<file path="src/rtl/lcd_init_seq_if.sv">
// -----------------------------------------------------------------------------
// lcd_init_seq_if
//   Write-request channel between the LCD init sequencer and the 8080 bus
//   writer. A transfer completes on any clock where wr_valid & wr_ready.
//   Signals:
//     wr_valid  sequencer -> writer  write request
//     wr_dc     sequencer -> writer  0 = command, 1 = data/pixel
//     wr_data   sequencer -> writer  16-bit payload
//     wr_ready  writer -> sequencer  writer can accept this cycle
// -----------------------------------------------------------------------------
interface lcd_init_seq_if;
  logic        wr_valid;
  logic        wr_dc;
  logic [15:0] wr_data;
  logic        wr_ready;

  modport master (output wr_valid, output wr_dc, output wr_data, input wr_ready);
  modport slave  (input wr_valid, input wr_dc, input wr_data, output wr_ready);
endinterface

</file>
<file path="src/rtl/lcd_init_seq.sv">
// -----------------------------------------------------------------------------
// lcd_init_seq
//   Brings up the LCD panel. It walks an init ROM of CMD / DATA / DELAY / END
//   entries and issues every CMD/DATA entry as a write on the valid/ready
//   channel. After END it optionally streams one full frame of a fixed colour,
//   then raises a sticky init_done.
//   Ports:
//     clk, rstn    clock, asynchronous active-low reset
//     start        1-cycle pulse, accepted only in IDLE/DONE
//     fill_en      sampled at start: perform frame fill after END
//     fill_color   sampled at start: RGB565 fill value
//     rom_addr     registered ROM address
//     rom_data     synchronous ROM data, valid one clock after rom_addr
//                  [17:16] 00=CMD 01=DATA 10=DELAY 11=END, [15:0] payload
//     wr           write channel to the bus writer (master side)
//     busy         high in every state except IDLE/DONE
//     init_done    sticky completion flag, cleared by the next start
// -----------------------------------------------------------------------------
module lcd_init_seq #(
  parameter int ROM_AW       = 7,
  parameter int ROM_DEPTH    = 107,
  parameter int FRAME_PIXELS = 76800,
  parameter int PIX_W        = 17,
  parameter int DLY_TICKS    = 50000
) (
  input  logic              clk,
  input  logic              rstn,
  input  logic              start,
  input  logic              fill_en,
  input  logic [15:0]       fill_color,
  output logic [ROM_AW-1:0] rom_addr,
  input  logic [17:0]       rom_data,
  lcd_init_seq_if.master    wr,
  output logic              busy,
  output logic              init_done
);

  typedef enum logic [2:0] {
    S_IDLE, S_FETCH, S_DECODE, S_WRITE, S_DELAY, S_FILL, S_DONE
  } state_e;

  typedef enum logic [1:0] {
    T_CMD = 2'b00, T_DATA = 2'b01, T_DELAY = 2'b10, T_END = 2'b11
  } entry_e;

  localparam int                TICK_W    = (DLY_TICKS > 1) ? $clog2(DLY_TICKS) : 1;
  localparam logic [ROM_AW-1:0] END_ADDR  = ROM_AW'(ROM_DEPTH);
  localparam logic [TICK_W-1:0] TICK_LAST = TICK_W'(DLY_TICKS - 1);
  localparam logic [PIX_W-1:0]  PIX_LAST  = PIX_W'(FRAME_PIXELS - 1);

  state_e              state_q, state_d;
  logic [ROM_AW-1:0]   rom_addr_q, rom_addr_d;
  logic                wr_valid_q, wr_valid_d;
  logic                wr_dc_q, wr_dc_d;
  logic [15:0]         wr_data_q, wr_data_d;
  logic                init_done_q, init_done_d;
  logic                fill_en_q, fill_en_d;
  logic [15:0]         fill_color_q, fill_color_d;
  logic [TICK_W-1:0]   tick_q, tick_d;
  logic [15:0]         unit_q, unit_d;
  logic [PIX_W-1:0]    pix_q, pix_d;

  entry_e      entry_type;
  logic [15:0] payload;
  logic        take_end;   // END reached, either by an END entry or by address
  logic        addr_inc;

  assign entry_type = entry_e'(rom_data[17:16]);
  assign payload    = rom_data[15:0];

  // NOTE: every variable written here gets its default first, so no path
  // through the case statements can leave one unassigned and infer a latch.
  always_comb begin
    state_d      = state_q;
    rom_addr_d   = rom_addr_q;
    wr_valid_d   = wr_valid_q;
    wr_dc_d      = wr_dc_q;
    wr_data_d    = wr_data_q;
    init_done_d  = init_done_q;
    fill_en_d    = fill_en_q;
    fill_color_d = fill_color_q;
    tick_d       = tick_q;
    unit_d       = unit_q;
    pix_d        = pix_q;
    take_end     = 1'b0;
    addr_inc     = 1'b0;

    unique case (state_q)
      S_IDLE, S_DONE: begin
        if (start) begin
          fill_en_d    = fill_en;
          fill_color_d = fill_color;
          rom_addr_d   = '0;
          init_done_d  = 1'b0;
          state_d      = S_FETCH;
        end
      end

      S_FETCH: begin
        // A ROM without an END entry terminates at ROM_DEPTH; the data at
        // that address is never used.
        if (rom_addr_q == END_ADDR) take_end = 1'b1;
        else                        state_d  = S_DECODE;
      end

      S_DECODE: begin
        unique case (entry_type)
          T_CMD, T_DATA: begin
            wr_dc_d    = (entry_type == T_DATA);
            wr_data_d  = payload;
            wr_valid_d = 1'b1;
            state_d    = S_WRITE;
          end
          T_DELAY: begin
            if (payload == 16'd0) begin
              addr_inc = 1'b1;
              state_d  = S_FETCH;
            end else begin
              unit_d  = payload;
              tick_d  = '0;
              state_d = S_DELAY;
            end
          end
          T_END: take_end = 1'b1;
          default: ;
        endcase
      end

      S_WRITE: begin
        if (wr.wr_ready) begin
          wr_valid_d = 1'b0;
          addr_inc   = 1'b1;
          state_d    = S_FETCH;
        end
      end

      S_DELAY: begin
        // tick_q counts clocks inside one unit, unit_q counts units left.
        if (tick_q == TICK_LAST) begin
          tick_d = '0;
          if (unit_q == 16'd1) begin
            addr_inc = 1'b1;
            state_d  = S_FETCH;
          end else begin
            unit_d = unit_q - 16'd1;
          end
        end else begin
          tick_d = tick_q + 1'b1;
        end
      end

      S_FILL: begin
        if (wr.wr_ready) begin
          if (pix_q == PIX_LAST) begin
            wr_valid_d  = 1'b0;
            init_done_d = 1'b1;
            state_d     = S_DONE;
          end else begin
            pix_d = pix_q + 1'b1;
          end
        end
      end

      default: state_d = S_IDLE;
    endcase

    if (take_end) begin
      if (fill_en_q) begin
        wr_valid_d = 1'b1;
        wr_dc_d    = 1'b1;
        wr_data_d  = fill_color_q;
        pix_d      = '0;
        state_d    = S_FILL;
      end else begin
        init_done_d = 1'b1;
        state_d     = S_DONE;
      end
    end

    // Saturate at END_ADDR so the address can never wrap back to 0.
    if (addr_inc && (rom_addr_q != END_ADDR)) rom_addr_d = rom_addr_q + 1'b1;
  end

  // NOTE: state registers use non-blocking assignments so every flop samples
  // the pre-edge value of the others, independent of statement order.
  always_ff @(posedge clk or negedge rstn) begin
    if (!rstn) begin
      state_q      <= S_IDLE;
      rom_addr_q   <= '0;
      wr_valid_q   <= 1'b0;
      wr_dc_q      <= 1'b0;
      wr_data_q    <= '0;
      init_done_q  <= 1'b0;
      fill_en_q    <= 1'b0;
      fill_color_q <= '0;
      tick_q       <= '0;
      unit_q       <= '0;
      pix_q        <= '0;
    end else begin
      state_q      <= state_d;
      rom_addr_q   <= rom_addr_d;
      wr_valid_q   <= wr_valid_d;
      wr_dc_q      <= wr_dc_d;
      wr_data_q    <= wr_data_d;
      init_done_q  <= init_done_d;
      fill_en_q    <= fill_en_d;
      fill_color_q <= fill_color_d;
      tick_q       <= tick_d;
      unit_q       <= unit_d;
      pix_q        <= pix_d;
    end
  end

  assign rom_addr    = rom_addr_q;
  assign wr.wr_valid = wr_valid_q;
  assign wr.wr_dc    = wr_dc_q;
  assign wr.wr_data  = wr_data_q;
  assign init_done   = init_done_q;
  assign busy        = (state_q != S_IDLE) && (state_q != S_DONE);

endmodule

</file>
<file path="src/flat_wrapper.sv">
// flat-port wrapper written by rule: the top's interface ports become plain ports
module lcd_init_seq_flat 
#(
  parameter int ROM_AW       = 7,
  parameter int ROM_DEPTH    = 107,
  parameter int FRAME_PIXELS = 76800,
  parameter int PIX_W        = 17,
  parameter int DLY_TICKS    = 50000
)
  (clk, rstn, start, fill_en, fill_color, rom_addr, rom_data, busy, init_done, wr_wr_valid, wr_wr_dc, wr_wr_data, wr_wr_ready);
  lcd_init_seq_if wr_i ();
  input  logic clk;
  input  logic rstn;
  input  logic start;
  input  logic fill_en;
  input  logic [15:0] fill_color;
  output logic [ROM_AW-1:0] rom_addr;
  input  logic [17:0] rom_data;
  output logic busy;
  output logic init_done;
  output wire logic [$bits(wr_i.wr_valid)-1:0] wr_wr_valid;
  output wire logic [$bits(wr_i.wr_dc)-1:0] wr_wr_dc;
  output wire logic [$bits(wr_i.wr_data)-1:0] wr_wr_data;
  input wire logic [$bits(wr_i.wr_ready)-1:0] wr_wr_ready;
  assign wr_wr_valid = wr_i.wr_valid;
  assign wr_wr_dc = wr_i.wr_dc;
  assign wr_wr_data = wr_i.wr_data;
  assign wr_i.wr_ready = wr_wr_ready;
  lcd_init_seq #(.ROM_AW(ROM_AW), .ROM_DEPTH(ROM_DEPTH), .FRAME_PIXELS(FRAME_PIXELS), .PIX_W(PIX_W), .DLY_TICKS(DLY_TICKS)) u_core (.clk(clk), .rstn(rstn), .start(start), .fill_en(fill_en), .fill_color(fill_color), .rom_addr(rom_addr), .rom_data(rom_data), .wr(wr_i), .busy(busy), .init_done(init_done));
endmodule
</file>
<file path="config.mk">
export PLATFORM = sky130hd
export DESIGN_NAME = lcd_init_seq_flat
export DESIGN_NICKNAME = d
export VERILOG_FILES = /design/src/rtl/lcd_init_seq_if.sv /design/src/rtl/lcd_init_seq.sv /design/src/flat_wrapper.sv
export SDC_FILE = /design/constraint.sdc
export NUM_CORES = 1
export LEC_CHECK = 0
export ABC_AREA = 1
export CORE_ASPECT_RATIO = 1.5
export CORE_UTILIZATION = 35
export DETAILED_ROUTE_END_ITERATION = 8
export DONT_BUFFER_PORTS = 1
export PLACE_DENSITY = 0.57
export SLEW_MARGIN = 25
export SYNTH_ARGS = -nofsm -noshare
export SYNTH_HDL_FRONTEND = slang
export SYNTH_SLANG_ARGS = --single-unit
</file>
<file path="constraint.sdc">
create_clock -name clk -period 2.2 [get_ports clk]
set_clock_uncertainty 0.1 [all_clocks]
set_input_delay 0.44 -clock clk [delete_from_list [all_inputs] [get_ports clk]]
set_output_delay 0.44 -clock clk [all_outputs]
set_load 0.005 [all_outputs]
</file>
## Word-level counts from Yosys, hierarchy flattened

Index checks and enable logic that the tools add are counted.

| storage, ports and cells | value |
|---|---|
| bits in registers | 95 |
| input port bits | 39 |
| output and inout port bits | 27 |

| cells by class | value |
|---|---|
| equality and inequality tests | 27 |
| mux-type cells | 59 |
| $add $sub $neg | 4 |
| reduce and logical (&&, ||, !) cells | 16 |

Operators by type and width:

| cell | count |
|---|---|
| 16-bit 2-to-1 mux | 11 |
| 17-bit 2-to-1 mux | 5 |
| 16-bit case mux with 2 select lines | 2 |
| 3-bit 2-to-1 mux | 9 |
| 1-bit 2-to-1 mux | 22 |
| 7-bit 2-to-1 mux | 3 |
| 3-bit case mux with 6 select lines | 1 |
| 17-bit by 1-bit adder with 17-bit output, second input constant | 1 |
| 17-bit equality test, second input constant | 1 |
| 16-bit by 1-bit adder with 16-bit output, second input constant | 1 |
| 16-bit by 1-bit equality test with 1-bit output, second input constant | 1 |
| 16-bit equality test, second input constant | 1 |
| 16-bit zero test | 1 |
| 16-bit by 1-bit subtractor with 16-bit output, second input constant | 1 |
| 3-bit by 2-bit inequality test with 1-bit output, second input constant | 4 |
| 3-bit equality test, second input constant | 3 |
| 3-bit by 1-bit inequality test with 1-bit output, second input constant | 3 |
| 8-bit AND reduction | 1 |
| 7-bit by 1-bit adder with 7-bit output, second input constant | 1 |
| 7-bit equality test, second input constant | 1 |
| 7-bit inequality test, second input constant | 1 |
| 3-bit by 2-bit equality test with 1-bit output, second input constant | 2 |
| 1-bit case mux with 3 select lines | 2 |
| 3-bit case mux with 2 select lines | 1 |
| 18 further kinds | 27 |

## Depth between registers and ports, before layout

Gate-level depths: netlist of the first run.

| depth | value |
|---|---|
| depth in word-level cells | 7 |
| mapped depth | 11 |
| mapped depth without buffers | 11 |

## Worst setup path after synthesis of the first run

Ideal clock, no wire load.

| path | value |
|---|---|
| path kind | register to register |
| from | reg u_core.pix_q[0] |
| to | reg u_core.pix_q[9] |
| arrival time | 1.477 ns |
| required time | 1.980 ns |
| stages on the path, launching flop included | 10 |
| slack | 0.503 ns |
| path through | dfrtp_1 -> ha_1 -> nand3_1 -> inv_1 -> nand3_1 -> nor2_2 -> nor2_1 -> nand2_1 -> o21ai_0 -> nor2_1 |

| on the way | value |
|---|---|
| word-level cells in the longest chain between the ends | 6 |

RTL lines:

| element | RTL line | RTL |
|---|---|---|
| start, declared | lcd_init_seq.sv:61 | `logic [PIX_W-1:0] pix_q, pix_d;` |
| start signal, assigned | lcd_init_seq.sv:210 | `pix_q <= pix_d;` |
| 17-bit by 1-bit adder with 17-bit output or 17-bit equality test (tied branches) | lcd_init_seq.sv:159, lcd_init_seq.sv:154 |  |
| 17-bit 2-to-1 mux (*) | lcd_init_seq.sv:154 | `if (pix_q == PIX_LAST) begin` |
| 17-bit 2-to-1 mux (*) | lcd_init_seq.sv:153 | `if (wr.wr_ready) begin` |
| 17-bit 2-to-1 mux (*) | lcd_init_seq.sv:88 | `unique case (state_q)` |
| 17-bit 2-to-1 mux | lcd_init_seq.sv:168 | `if (fill_en_q) begin` |
| 17-bit 2-to-1 mux (*) | lcd_init_seq.sv:167 | `if (take_end) begin` |
| via u_core.pix_d[9] | lcd_init_seq.sv:61 |  |

Mark *: on every way through the listed nets, which the timed path passes. The rest lies on a longest branch.
A chain may end at the register's enable or synchronous reset.

## Final worst setup path of the first run

| path | value |
|---|---|
| from | reg u_core.pix_q[0] |
| to | reg u_core.pix_q[12] |

Same word-level chain as after synthesis.

==> results, run 1 <==
- The maximum number of pins on one net before global-route repair is 96.
- Headroom to the max-slew limit came out at about 70%.
- STA puts the critical path data arrival time at 2.11 ns.
- The worst setup path is captured at a flip-flop.
- In the final design database the tool counted between 800 and 900 nets.
- In the final routed layout, each cell accounts on average for 14.8 um.
- At the pin with the least slew margin, the transition time is about 0.44 ns.
- The number of input and output port buffers inserted is 0.
- The largest buffer count on any clock path is 2.
- The number of clock sinks seen by CTS is 95.
- The number of global-route vias before repair came to 4899.
- The iteration-0 DRC count of the detailed router is about 250.
- In this run, CTS created clock tree buffers numbering 9.
- Using the TritonRoute via totals, the vias-per-cell ratio works out to 4.89.
- At the end of routability-driven placement, the weighted congestion stood at 0.893.
- Setup violations remaining at the end of the flow were counted as 0.
- The category of the worst setup path launch point is a flip-flop.
- The post-place setup slack is 0.153 ns.
- Including well taps, the total number of placed cells is 980.
- In this run the biggest area consumer among cell types represents around 43% of the synthesized area.
- The first detailed-routing pass took 4 iterations.
- The synthesized netlist net count is about 830.
- The number of register bits inferred by synthesis is 95.
- In the post-synthesis netlist, the biggest area contributors are sky130_fd_sc_hd__dfrtp_1, sky130_fd_sc_hd__nand2_1, sky130_fd_sc_hd__nor2_1.
- The flow ran to the end, but the final reports show violations.
- The die area is approximately 16000 um^2.
- The die is 105 um wide.
- The maximum fanout encountered on the critical timing path is 19.
- The non-filler instance count after layout is 996.
- The count of H-tree levels built during CTS is 3.
- Final hold analysis gives a worst-case slack of -0.321 ns.
- Ranked by instance count, the synthesized netlist is headed by sky130_fd_sc_hd__nand2_1, sky130_fd_sc_hd__dfrtp_1, sky130_fd_sc_hd__nor2_1.
- TritonCTS built the clock tree.
- The number of library cell types mapped by synthesis is 36.
- The ratio of final minimum period to clock period is about nine tenths.
- The top achievable clock speed is approximately 510 MHz.
- In this run the cell area of the synthesized design comes to ~5600 um^2.
- The root buffer selected by CTS is sky130_fd_sc_hd__clkbuf_16.
- Of the synthesized area, sequential elements account for between 40% and 50%.
- The total number of vias is between 4000 and 5000.
- The total congestion overflow is 0.
- In this run the count of I/O pins placed on the die edge is 66.
- The fraction of registers with async set/reset is 100%.
- For this design the ratio of total power to cell area is 1180 nW/um^2.
- The initial utilization of the core area, before any placement, comes to 35.7%.
- The summed negative setup slack over all endpoints is 0 ns.
- By startpoint and endpoint, the worst setup path is classified as reg2reg.
- In the synthesized netlist the dominant register cell turns out to be sky130_fd_sc_hd__dfrtp_1.
- Measured along the y axis, the die boundary spans 157 um.
- The routed design could run at a clock period as short as 1.96 ns.
- The number of max-slew violations in the final report is 0.
- For this run, the total global-route usage over all layers was measured as 18.8%.
- The later-pin clock latency in the skew report is 0.35 ns.
- The number of routed nets with antenna violations is 0.
- The Yosys step of the flow raised 0 warnings.
- From synthesis to final layout, the design area changed by 9.78%.
- The detailed placement HPWL is between 10000 and 15000 um.
- The final reports fail on hold timing.
- The number of antenna violations at the first check in global routing is 0.
- Synthesis handed over a netlist of 784 instances.
- Summed over all cells, the static leakage comes to roughly 3 nW.
- Once routing completed, OpenROAD measured the worst setup slack at 0.240 ns.
- The floorplan has 56 rows.
- The fraction of layout cells with a size suffix above 1 is 8.70%.
- The synthesized area divided by synthesized cell count is 7.11 um^2.
- The final count of hold timing violations is 95.
- Setup repair after global routing left no endpoint under its margin.
- Counting flops with a built-in enable in the synthesized netlist gives 0.
- The leading area contributor after synthesis is sky130_fd_sc_hd__dfrtp_1.
- The repair_antennas step left the layout with diodes totalling 0.
- The DRC violation count after routing is 0.
- The most common cell in the synthesized netlist is sky130_fd_sc_hd__nand2_1.
- The final layout contains routed wiring with a total length of 14700 um.
- The worst hold-check path type is in2async.
- The max-cap violation count is 0.
- The core area is ~16000 um^2.
- The global-route wire length before repair is 24200 um.
- The number of setup buffers added after CTS is 0.
- After clock tree synthesis, the clock-pin slew on the worst setup and hold paths is 0.08 ns.
- IR analysis of the VDD net gives a maximum drop of about 0.57 mV.
- Data on the critical path is required at its endpoint by 2.35 ns.
area by class of cell:
type,instances,area [um^2]
Inverter,90,338
Multi-Input combinational cell,580,2750
Tap cell,203,254
Clock buffer,9,225
Timing Repair Buffer,12,103
Fill cell,1662,9500
Clock inverter,7,77.6
Sequential cell,95,2380
per-layer routing:
metal / part of all wire, % / vias up / track usage, %
li1: - / 2488 / -
met1: 41 / 2261 / 20.1
met2: 51 / 93 / 35.0
met3: 4.6 / 27 / 4.37
met4: 3.1 / 0 / 8.65
met5: 0 / - / 0
final timing paths:
path                                                     from                            endpoint  cells after the start  slack [ns]
setup / recovery                    u_core.pix_q[0]$_DFF_PN0_          u_core.pix_q[12]$_DFF_PN0_                      9        0.24
hold / removal                                           rstn      u_core.rom_addr[2]$_DFFE_PN0P_                      0       -0.32
setup reg to reg                    u_core.pix_q[0]$_DFF_PN0_          u_core.pix_q[12]$_DFF_PN0_                      9        0.24
hold reg to reg            u_core.fill_color_q[3]$_DFFE_PN0P_  u_core.fill_color_q[3]$_DFFE_PN0P_                      2        0.38
max in group asynchronous                                rstn       u_core.state_q[1]$_DFFE_PN0P_                      0        2.14
min in group clk                                fill_color[1]  u_core.fill_color_q[1]$_DFFE_PN0P_                      2        0.10
sequential cells by signal (all words and copies together), names as in the netlist:
name / flops
u_core.pix_q: 17
u_core.fill_color_q: 16
u_core.tick_q: 16
u_core.unit_q: 16
u_core.wr.wr_data: 16
u_core.rom_addr: 7
u_core.state_q: 3
u_core.fill_en_q: 1
u_core.init_done: 1
u_core.wr.wr_dc: 1
u_core.wr.wr_valid: 1
cells in the final DEF, fill, tap and decap left out, types with 5 or more instances in the layout:
| cell type | netlist | final |
|---|---|---|
| sky130_fd_sc_hd__nand2_1 | 274 | 274 |
| sky130_fd_sc_hd__dfrtp_1 | 95 | 95 |
| sky130_fd_sc_hd__nor2_1 | 91 | 91 |
| sky130_fd_sc_hd__inv_1 | 83 | 83 |
| sky130_fd_sc_hd__nand3_1 | 58 | 57 |
| sky130_fd_sc_hd__o21ai_0 | 34 | 34 |
| sky130_fd_sc_hd__nand4_1 | 19 | 19 |
| sky130_fd_sc_hd__a31oi_1 | 17 | 17 |
| sky130_fd_sc_hd__xor2_1 | 14 | 14 |
| sky130_fd_sc_hd__a21oi_1 | 11 | 11 |
| sky130_fd_sc_hd__buf_4 | 2 | 11 |
| sky130_fd_sc_hd__nor3_1 | 9 | 9 |
| sky130_fd_sc_hd__clkbuf_16 | 0 | 9 |
| sky130_fd_sc_hd__nor2_2 | 8 | 8 |
| sky130_fd_sc_hd__o21ai_2 | 7 | 7 |
| sky130_fd_sc_hd__inv_2 | 7 | 7 |
| sky130_fd_sc_hd__ha_1 | 5 | 5 |
logic make-up (layout without fill, tap and decap cells):
logic type                 count (synthesis)  count (layout)  synth area share, %
xor gates and xnor gates                  17              17                 2.67
AOI/OAI and AO/OA                         77              77                 8.10
buffers and inverters                    109             118                 8.19
DFF                                       95              95                 42.6
and+or+nand+nor                          481             481                 37.3
adders and majority gates                  5               5                 1.12
critical path, cell delays in order (launching register included):
cell and delay (ns):
sky130_fd_sc_hd__dfrtp_1 0.41, sky130_fd_sc_hd__ha_1 0.24, sky130_fd_sc_hd__nand3_1 0.15, sky130_fd_sc_hd__inv_1 0.10
sky130_fd_sc_hd__nand3_1 0.11, sky130_fd_sc_hd__nor2_2 0.08, sky130_fd_sc_hd__nor2_4 0.33, sky130_fd_sc_hd__nand2_1 0.12
sky130_fd_sc_hd__o21ai_0 0.16, sky130_fd_sc_hd__nor2_1 0.05
per-stage QoR:
step	total power, mW	cell area (um^2)	hold WS (ns)	util [%]
floorplan	4.99	5580	0.0444	-
global placement	5.66	5820	0.0512	37.2
detailed placement	5.70	5820	0.0518	37.2
CTS	7.31	6120	-0.327	39.2
global route	7.85	6120	-0.336	39.2
finish	7.25	6120	-0.321	39.2
timing repair:
| action | 4_1_cts | 5_1_grt |
|---|---|---|
| endpoints found under the setup margin | 0 | 8 |
| resized for setup | 0 | 1 |
| hold endpoints to repair | 95 | 95 |
power breakdown:
part           switching [mW]  internal [mW]  total (mW)
Clock                   0.792          0.806        1.60
Combinational            1.54          0.904        2.44
Sequential              0.719           2.49        3.21
No activity file was read; power rests on OpenSTA's default activity.
==> run 2, diff against run 1 <==
--- a/config.mk
+++ b/config.mk
@@ -10,6 +10,7 @@
 export CORE_UTILIZATION = 35
 export DETAILED_ROUTE_END_ITERATION = 8
 export DONT_BUFFER_PORTS = 1
+export GPL_ROUTABILITY_DRIVEN = 0
 export PLACE_DENSITY = 0.57
 export SLEW_MARGIN = 25
 export SYNTH_ARGS = -nofsm -noshare
==> results of run 2 <==
Final layout, timing and power as in run 1 (identical DEF).
